--- config.mk ---
export PLATFORM = sky130hd
export DESIGN_NAME = rv32i_core_top
export DESIGN_NICKNAME = d
export VERILOG_FILES = /design/src/rtl/rv32i_pkg.sv /design/src/rtl/rv32i_alu.sv /design/src/rtl/rv32i_core_top.sv
export SDC_FILE = /design/constraint.sdc
export NUM_CORES = 2
export LEC_CHECK = 0
export BUFFER_PORTS_ARGS = -buffer_cell sky130_fd_sc_hd__buf_2
export CAP_MARGIN = 10
export CELL_PAD_IN_SITES_DETAIL_PLACEMENT = 1
export CELL_PAD_IN_SITES_GLOBAL_PLACEMENT = 2
export CORE_MARGIN = 10
export CORE_UTILIZATION = 41
export DETAILED_ROUTE_END_ITERATION = 12
export PLACE_DENSITY = 0.86
export SETUP_SLACK_MARGIN = 0.05
export SLEW_MARGIN = 25
export SYNTH_ARGS = -nofsm -noshare
export SYNTH_HDL_FRONTEND = slang
export SYNTH_SLANG_ARGS = --single-unit
--- constraint.sdc ---
create_clock -name clk -period 7.7 [get_ports clk]
set_input_delay 1.155 -clock clk [delete_from_list [all_inputs] [get_ports clk]]
set_output_delay 1.155 -clock clk [all_outputs]
set_load 0.01 [all_outputs]
--- src/rtl/rv32i_pkg.sv ---
// rtl/rv32i_pkg.sv - shared widths and the ALU operation encoding for the RV32I datapath
//
// Purpose : data widths, register count and the alu_op_e encoding, shared by
//           the ALU and the core top.
// Ports   : none (package)
package rv32i_pkg;

  localparam int XLEN           = 32;
  localparam int REG_ADDR_WIDTH = 5;
  localparam int NUM_REGS       = 32;

  typedef enum logic [3:0] {
    ALU_ADD    = 4'd0,
    ALU_SUB    = 4'd1,
    ALU_SLL    = 4'd2,
    ALU_SLT    = 4'd3,
    ALU_SLTU   = 4'd4,
    ALU_XOR    = 4'd5,
    ALU_SRL    = 4'd6,
    ALU_SRA    = 4'd7,
    ALU_OR     = 4'd8,
    ALU_AND    = 4'd9,
    ALU_PASS_A = 4'd10,
    ALU_PASS_B = 4'd11,
    ALU_EQ     = 4'd12,
    ALU_NE     = 4'd13,
    ALU_GE     = 4'd14,
    ALU_GEU    = 4'd15
  } alu_op_e;

  // Widen a single compare bit to a full XLEN result of 0 or 1.
  function automatic logic [XLEN-1:0] bool_to_word(input logic b);
    return {{(XLEN-1){1'b0}}, b};
  endfunction

endpackage

--- src/rtl/rv32i_alu.sv ---
// rtl/rv32i_alu.sv - combinational 16-function ALU
//
// Purpose : computes result = op(a, b); shift amount is b[4:0].
// Ports   : a, b   in  XLEN   operands
//           op     in  alu_op_e operation select
//           result out XLEN   operation result
//           zero   out 1      result == 0
module rv32i_alu
  import rv32i_pkg::*;
(
  input  logic [XLEN-1:0] a,
  input  logic [XLEN-1:0] b,
  input  alu_op_e         op,
  output logic [XLEN-1:0] result,
  output logic            zero
);

  logic [4:0] w_shamt;
  logic       w_lt_s;
  logic       w_lt_u;
  logic       w_eq;

  assign w_shamt = b[4:0];
  assign w_lt_s  = $signed(a) < $signed(b);
  assign w_lt_u  = a < b;
  assign w_eq    = a == b;

  always_comb begin
    result = '0;
    unique case (op)
      ALU_ADD:    result = a + b;
      ALU_SUB:    result = a - b;
      ALU_SLL:    result = a << w_shamt;
      ALU_SLT:    result = bool_to_word(w_lt_s);
      ALU_SLTU:   result = bool_to_word(w_lt_u);
      ALU_XOR:    result = a ^ b;
      ALU_SRL:    result = a >> w_shamt;
      ALU_SRA:    result = $unsigned($signed(a) >>> w_shamt);
      ALU_OR:     result = a | b;
      ALU_AND:    result = a & b;
      ALU_PASS_A: result = a;
      ALU_PASS_B: result = b;
      ALU_EQ:     result = bool_to_word(w_eq);
      ALU_NE:     result = bool_to_word(!w_eq);
      ALU_GE:     result = bool_to_word(!w_lt_s);
      ALU_GEU:    result = bool_to_word(!w_lt_u);
      default:    result = '0;
    endcase
  end

  assign zero = (result == '0);

endmodule

--- src/rtl/rv32i_core_top.sv ---
// rtl/rv32i_core_top.sv - RV32I datapath harness: register file, ALU and PC
//
// Purpose : 32x32 register file (x0 reads as zero), ALU on the two read ports,
//           and a PC that advances by 4 or loads the ALU result on jump.
// Ports   : clk        in  1     rising-edge clock
//           areset_n   in  1     asynchronous active-low reset
//           wdata_in   in  XLEN  register write data
//           alu_test   in  4     ALU operation (alu_op_e)
//           ra0, ra1   in  5     read addresses (ALU operands A, B)
//           wa         in  5     write address
//           wr_en      in  1     register write enable
//           jump       in  1     load PC from ALU result
//           rd0, rd1   out XLEN  read data
//           alu_result out XLEN  ALU result
//           alu_zero   out 1     ALU result is zero
//           pc         out XLEN  program counter
module rv32i_core_top
  import rv32i_pkg::*;
#(
  parameter logic [XLEN-1:0] RESET_VECTOR = 32'h0000_0000
) (
  input  logic                      clk,
  input  logic                      areset_n,
  input  logic [XLEN-1:0]           wdata_in,
  input  logic [3:0]                alu_test,
  input  logic [REG_ADDR_WIDTH-1:0] ra0,
  input  logic [REG_ADDR_WIDTH-1:0] ra1,
  input  logic [REG_ADDR_WIDTH-1:0] wa,
  input  logic                      wr_en,
  input  logic                      jump,
  output logic [XLEN-1:0]           rd0,
  output logic [XLEN-1:0]           rd1,
  output logic [XLEN-1:0]           alu_result,
  output logic                      alu_zero,
  output logic [XLEN-1:0]           pc
);

  logic [XLEN-1:0] r_regs [NUM_REGS];
  logic [XLEN-1:0] r_pc;

  logic [XLEN-1:0] w_rd0;
  logic [XLEN-1:0] w_rd1;
  logic [XLEN-1:0] w_alu_result;
  logic            w_alu_zero;
  logic [XLEN-1:0] w_pc_next;

  // Entry 0 is never written; the read muxes force x0 to zero regardless.
  always_ff @(posedge clk or negedge areset_n) begin
    if (!areset_n) begin
      for (int i = 0; i < NUM_REGS; i++) begin
        r_regs[i] <= '0;
      end
    end else if (wr_en && (wa != '0)) begin
      r_regs[wa] <= wdata_in;
    end
  end

  // Combinational reads with no write bypass: a same-cycle read sees the old value.
  assign w_rd0 = (ra0 == '0) ? '0 : r_regs[ra0];
  assign w_rd1 = (ra1 == '0) ? '0 : r_regs[ra1];

  rv32i_alu u_alu (
    .a      (w_rd0),
    .b      (w_rd1),
    .op     (alu_op_e'(alu_test)),
    .result (w_alu_result),
    .zero   (w_alu_zero)
  );

  // Jump targets are forced halfword-aligned by clearing bit 0.
  assign w_pc_next = jump ? (w_alu_result & ~32'h1) : (r_pc + 32'd4);

  always_ff @(posedge clk or negedge areset_n) begin
    if (!areset_n) begin
      r_pc <= RESET_VECTOR;
    end else begin
      r_pc <= w_pc_next;
    end
  end

  assign rd0        = w_rd0;
  assign rd1        = w_rd1;
  assign alu_result = w_alu_result;
  assign alu_zero   = w_alu_zero;
  assign pc         = r_pc;

endmodule

==> flow_summary_export.csv <==
group,metric,value,unit
run_status,status,"finished, violations left",
run_status,violations,"setup timing",
detailed_routing,drcViolationCount,0,
critical_path,reg2reg_slack,2.12,ns
yosys,synth_ff_type,"dfrtp_1",
detailed_routing,wl_met3,27900,µm
yosys,async_flop_share,1.00,
critical_path,slowest_delay,0.59,ns
yosys,postSynthAreaPerCell,12.9,µm²
timing,hold_viol,0,
grt,grt_pass1_wl,406000,µm
detailed_routing,wl_met2,133000,µm
placed_design,hpwl,180000,µm
critical_path,cpMostUsedCell,"buf_4",
pwr,p_sw,7.63,mW
critical_path,rr_endpoint,"pc[30]$_DFF_PN0_",
grt,grt_usage,0.308,
die,dieHeight,421,µm
yosys,synth_compound_area_frac,0.0837,
placed_design,dp.cells,7714,
min_path,hold_end,"r_regs[992]$_DFFE_PN0P_",
pwr,p_sw_frac,0.355,
clock_network,cts.clk_slew.worst_paths,0.06,ns
yosys,yosys.area.top_type_share,0.401,
pwr,p_comb_frac,0.361,
critical_path,worst_ep_required_time,6.55,ns
detailed_routing,ant_nets,0,
yosys,synthXorXnorAreaFrac,0.00625,
detailed_routing,vias_per_cell,6.75,
timing,rsz0062_at_grt,"true",
pwr,p_per_area,270,nW/µm²
critical_path,cp_data_arrival_time,7.06,ns
die,ioPinCount,184,
yosys,synth_top_family_by_area,"multiplexers",
placed_design,gp_congestion,0.990,
detailed_routing,routed.top_layer,"met5",
timing,setup_violations,3,
pwr,internal_power,13.9,mW
grt,grt_antenna_before_repair,16,
placed_design,post_dp_cell_area,73800,µm²
die,num_rows,147,
pwr,clockPowerShare,0.283,
clock_network,clk-insertion-delay-late,0.79,ns
clock_network,h-tree-depth,3,
final_layout,drive_above_1_share,0.519,
clock_network,root_buffer,"clkbuf_16",
clock_network,cts_buffer_depth,3,
die,coreArea,160000,µm²
timing,fmax,122,MHz
timing,finClkSkew,0.0623,ns
critical_path,endpoint_kind,"primary output",
yosys,synth_cells,5117,
timing,tns,-0.723,ns
clock_network,cts_buffers,116,
yosys,ys_ff_latch,1055,
yosys,synth_nets,5272,
critical_path,cp_cell_sequence,"buf_4 -> buf_4 -> buf_4 -> nand2_1 -> o22ai_1 -> buf_4 -> a2111oi_4 -> ha_4 -> and3_1 -> a21oi_1 -> buf_4 -> nand3b_1 -> a21o_1 -> a31oi_1 -> xnor2_1 -> a21oi_1 -> o311ai_0 -> o22ai_1 -> nor4b_2 -> nand4_1 -> or4_4 -> nor4_4 -> buf_2",
detailed_routing,wl_per_cell,36.3,µm
yosys,ys_warn_count,0,
final_layout,final_nets,5896,
yosys,ys_top_cells_by_area,"dfrtp_1, mux2_2, mux4_2, mux2i_1, ha_1",
detailed_routing,dr.pass1.iters,5,
detailed_routing,drt_iter0_markers,6064,
yosys,synth.top_cells.by_count,"mux2_2, dfrtp_1, mux4_2, clkbuf_1, nand2_1",
timing,drv_slew,0,
flow_run,cap_violations,0,
pwr,p_seq_frac,0.356,
timing,worst_pin_slew,1.26,ns
timing,fin_ws,-0.511,ns
final_layout,nFillCells,16100,
grt,grt_max_degree,167,
timing,fin_crit,8.21,ns
critical_path,cp-start-kind,"primary input",
critical_path,crit_fanout,11,
final_layout,final_area,79600,µm²
final_layout,final_cell_count_no_fill,8003,
yosys,yosysSeqAreaShare,0.401,
min_path,holdCritPathClass,"register to register",
yosys,synth_mux_area_frac,0.390,
clock_network,cts_tree,"yes",
die,start_util,0.411,
yosys,synth_adder_area_share,0.0192,
detailed_routing,num_vias,54000,
yosys,synth_area,65900,µm²
timing,finalCritPeriodShare,1.07,
final_layout,area_delta_synth_final,20.9,%
pwr,leakagePower,34.9,nW
die,fp.dieArea,177000,µm²
grt,grt_remaining_overflow,0,
detailed_routing,routed_wirelength,290000,µm
critical_path,path_class,"primary input to primary output",
critical_path,r2r_cells,25,
critical_path,worstReg2RegStart,"r_regs[163]$_DFFE_PN0P_",
min_path,min_from,"r_regs[992]$_DFFE_PN0P_",
clock_network,clkSinkCount,1055,
placed_design,portBuffers,182,
timing,maxSlewHeadroom,0.159,
pwr,ir_drop,0.207,mV
yosys,synth_area_leader_cell,"dfrtp_1",
yosys,synth_cell_types,111,
min_path,holdPathStages,0,
detailed_routing,drt-met1-wl,107000,µm
grt,grt_pass1_vias,57000,
yosys,yosysMostFrequentCell,"mux2_2",
yosys,synthSimpleGateAreaFrac,0.0529,
die,die_x,421,µm
critical_path,cpMaxStageDelayCell,"or4_4",
yosys,synth_edf_count,0,
[power by group through the flow]
stage / clock [mW] / combinational [mW] / sequential [mW]
5_1_grt: 6.33 / 8.14 / 7.71
4_1_cts: 6.07 / 7.34 / 7.53
3_5_place_dp: 0 / 7.15 / 7.57
2_1_floorplan: 0 / 4.24 / 7.23
6_report: 6.08 / 7.77 / 7.64
3_3_place_gp: 0 / 6.94 / 7.41
[cells by family after synthesis]
group	Yosys count
DFF	1055
xor gates and xnor gates	47
other	1
adders and majority gates	100
AOI/OAI and AO/OA	749
muxes	1802
and+or+nand+nor	722
buffers and inverters	641
[state kept, by name, summed over array words and instances (netlist names)]
name and count:
pc 31, r_regs 1024
[critical path, delay by kind of cell]
kind / cells / cell delay (ns)
adder cells (fa/ha/maj): 1 / 0.31
buffers and inverters: 6 / 1.13
XOR/XNOR: 1 / 0.11
AO/OA/AOI/OAI: 8 / 2.35
AND/OR/NAND/NOR: 7 / 1.97
[worst max path at each step]
stage	start	to	slack, ns
final	ra0[2]	alu_zero	-0.51
after CTS	ra0[0]	alu_zero	-0.43
after global placement	ra1[0]	alu_zero	-0.71
after global routing	ra0[0]	alu_zero	-0.63
after detailed placement	ra1[0]	alu_zero	-0.83
after floorplan	ra1[0]	alu_zero	0.05
[final cells by class]
type	count	area, µm²	area share
Antenna cell	7	17.5	0.000220
Clock buffer	157	3250	0.0408
Clock inverter	56	783	0.00984
Inverter	119	455	0.00572
Multi-Input combinational cell	3421	37500	0.471
Sequential cell	1055	26400	0.332
Tap cell	2160	2700	0.0339
Timing Repair Buffer	1028	8480	0.106
[metrics by stage]
stage          utilization  hold WS [ns]  worst slack (ns)  power, mW
6_report             0.497         0.383            -0.511       21.5
3_5_place_dp         0.461         0.375            -0.827       14.7
3_3_place_gp         0.461         0.362            -0.711       14.3
5_1_grt              0.497         0.396            -0.634       22.2
4_1_cts              0.488         0.381            -0.432       20.9
2_1_floorplan            -         0.425            0.0536       11.5
[repair_timing]
item                                    CTS  global route
endpoints found under the setup margin    8             8
setup buffers                             3            56
hold buffers                              0             0
gates resized for setup                  61           138
hold endpoints to repair                  0             0
pin swaps                                16            47
cloned                                    3             8
[per-layer routing]
metal	vias up	track usage
met3	1206	0.0698
met2	3483	0.492
met4	12	0.192
met1	28400	0.378
li1	20900	-
met5	-	0
[cell usage in the layout (no fill, tap or decap), drive strengths merged, types with 120 or more instances in the layout]
cell	netlist	routed
nor2	176	176
mux2i	228	228
mux2	1082	1082
a21oi	131	131
buf	222	1018
clkbuf	300	165
inv	113	120
nand2	226	226
mux4	492	492
dfrtp	1055	1055
(Power assumes the default switching activity.)
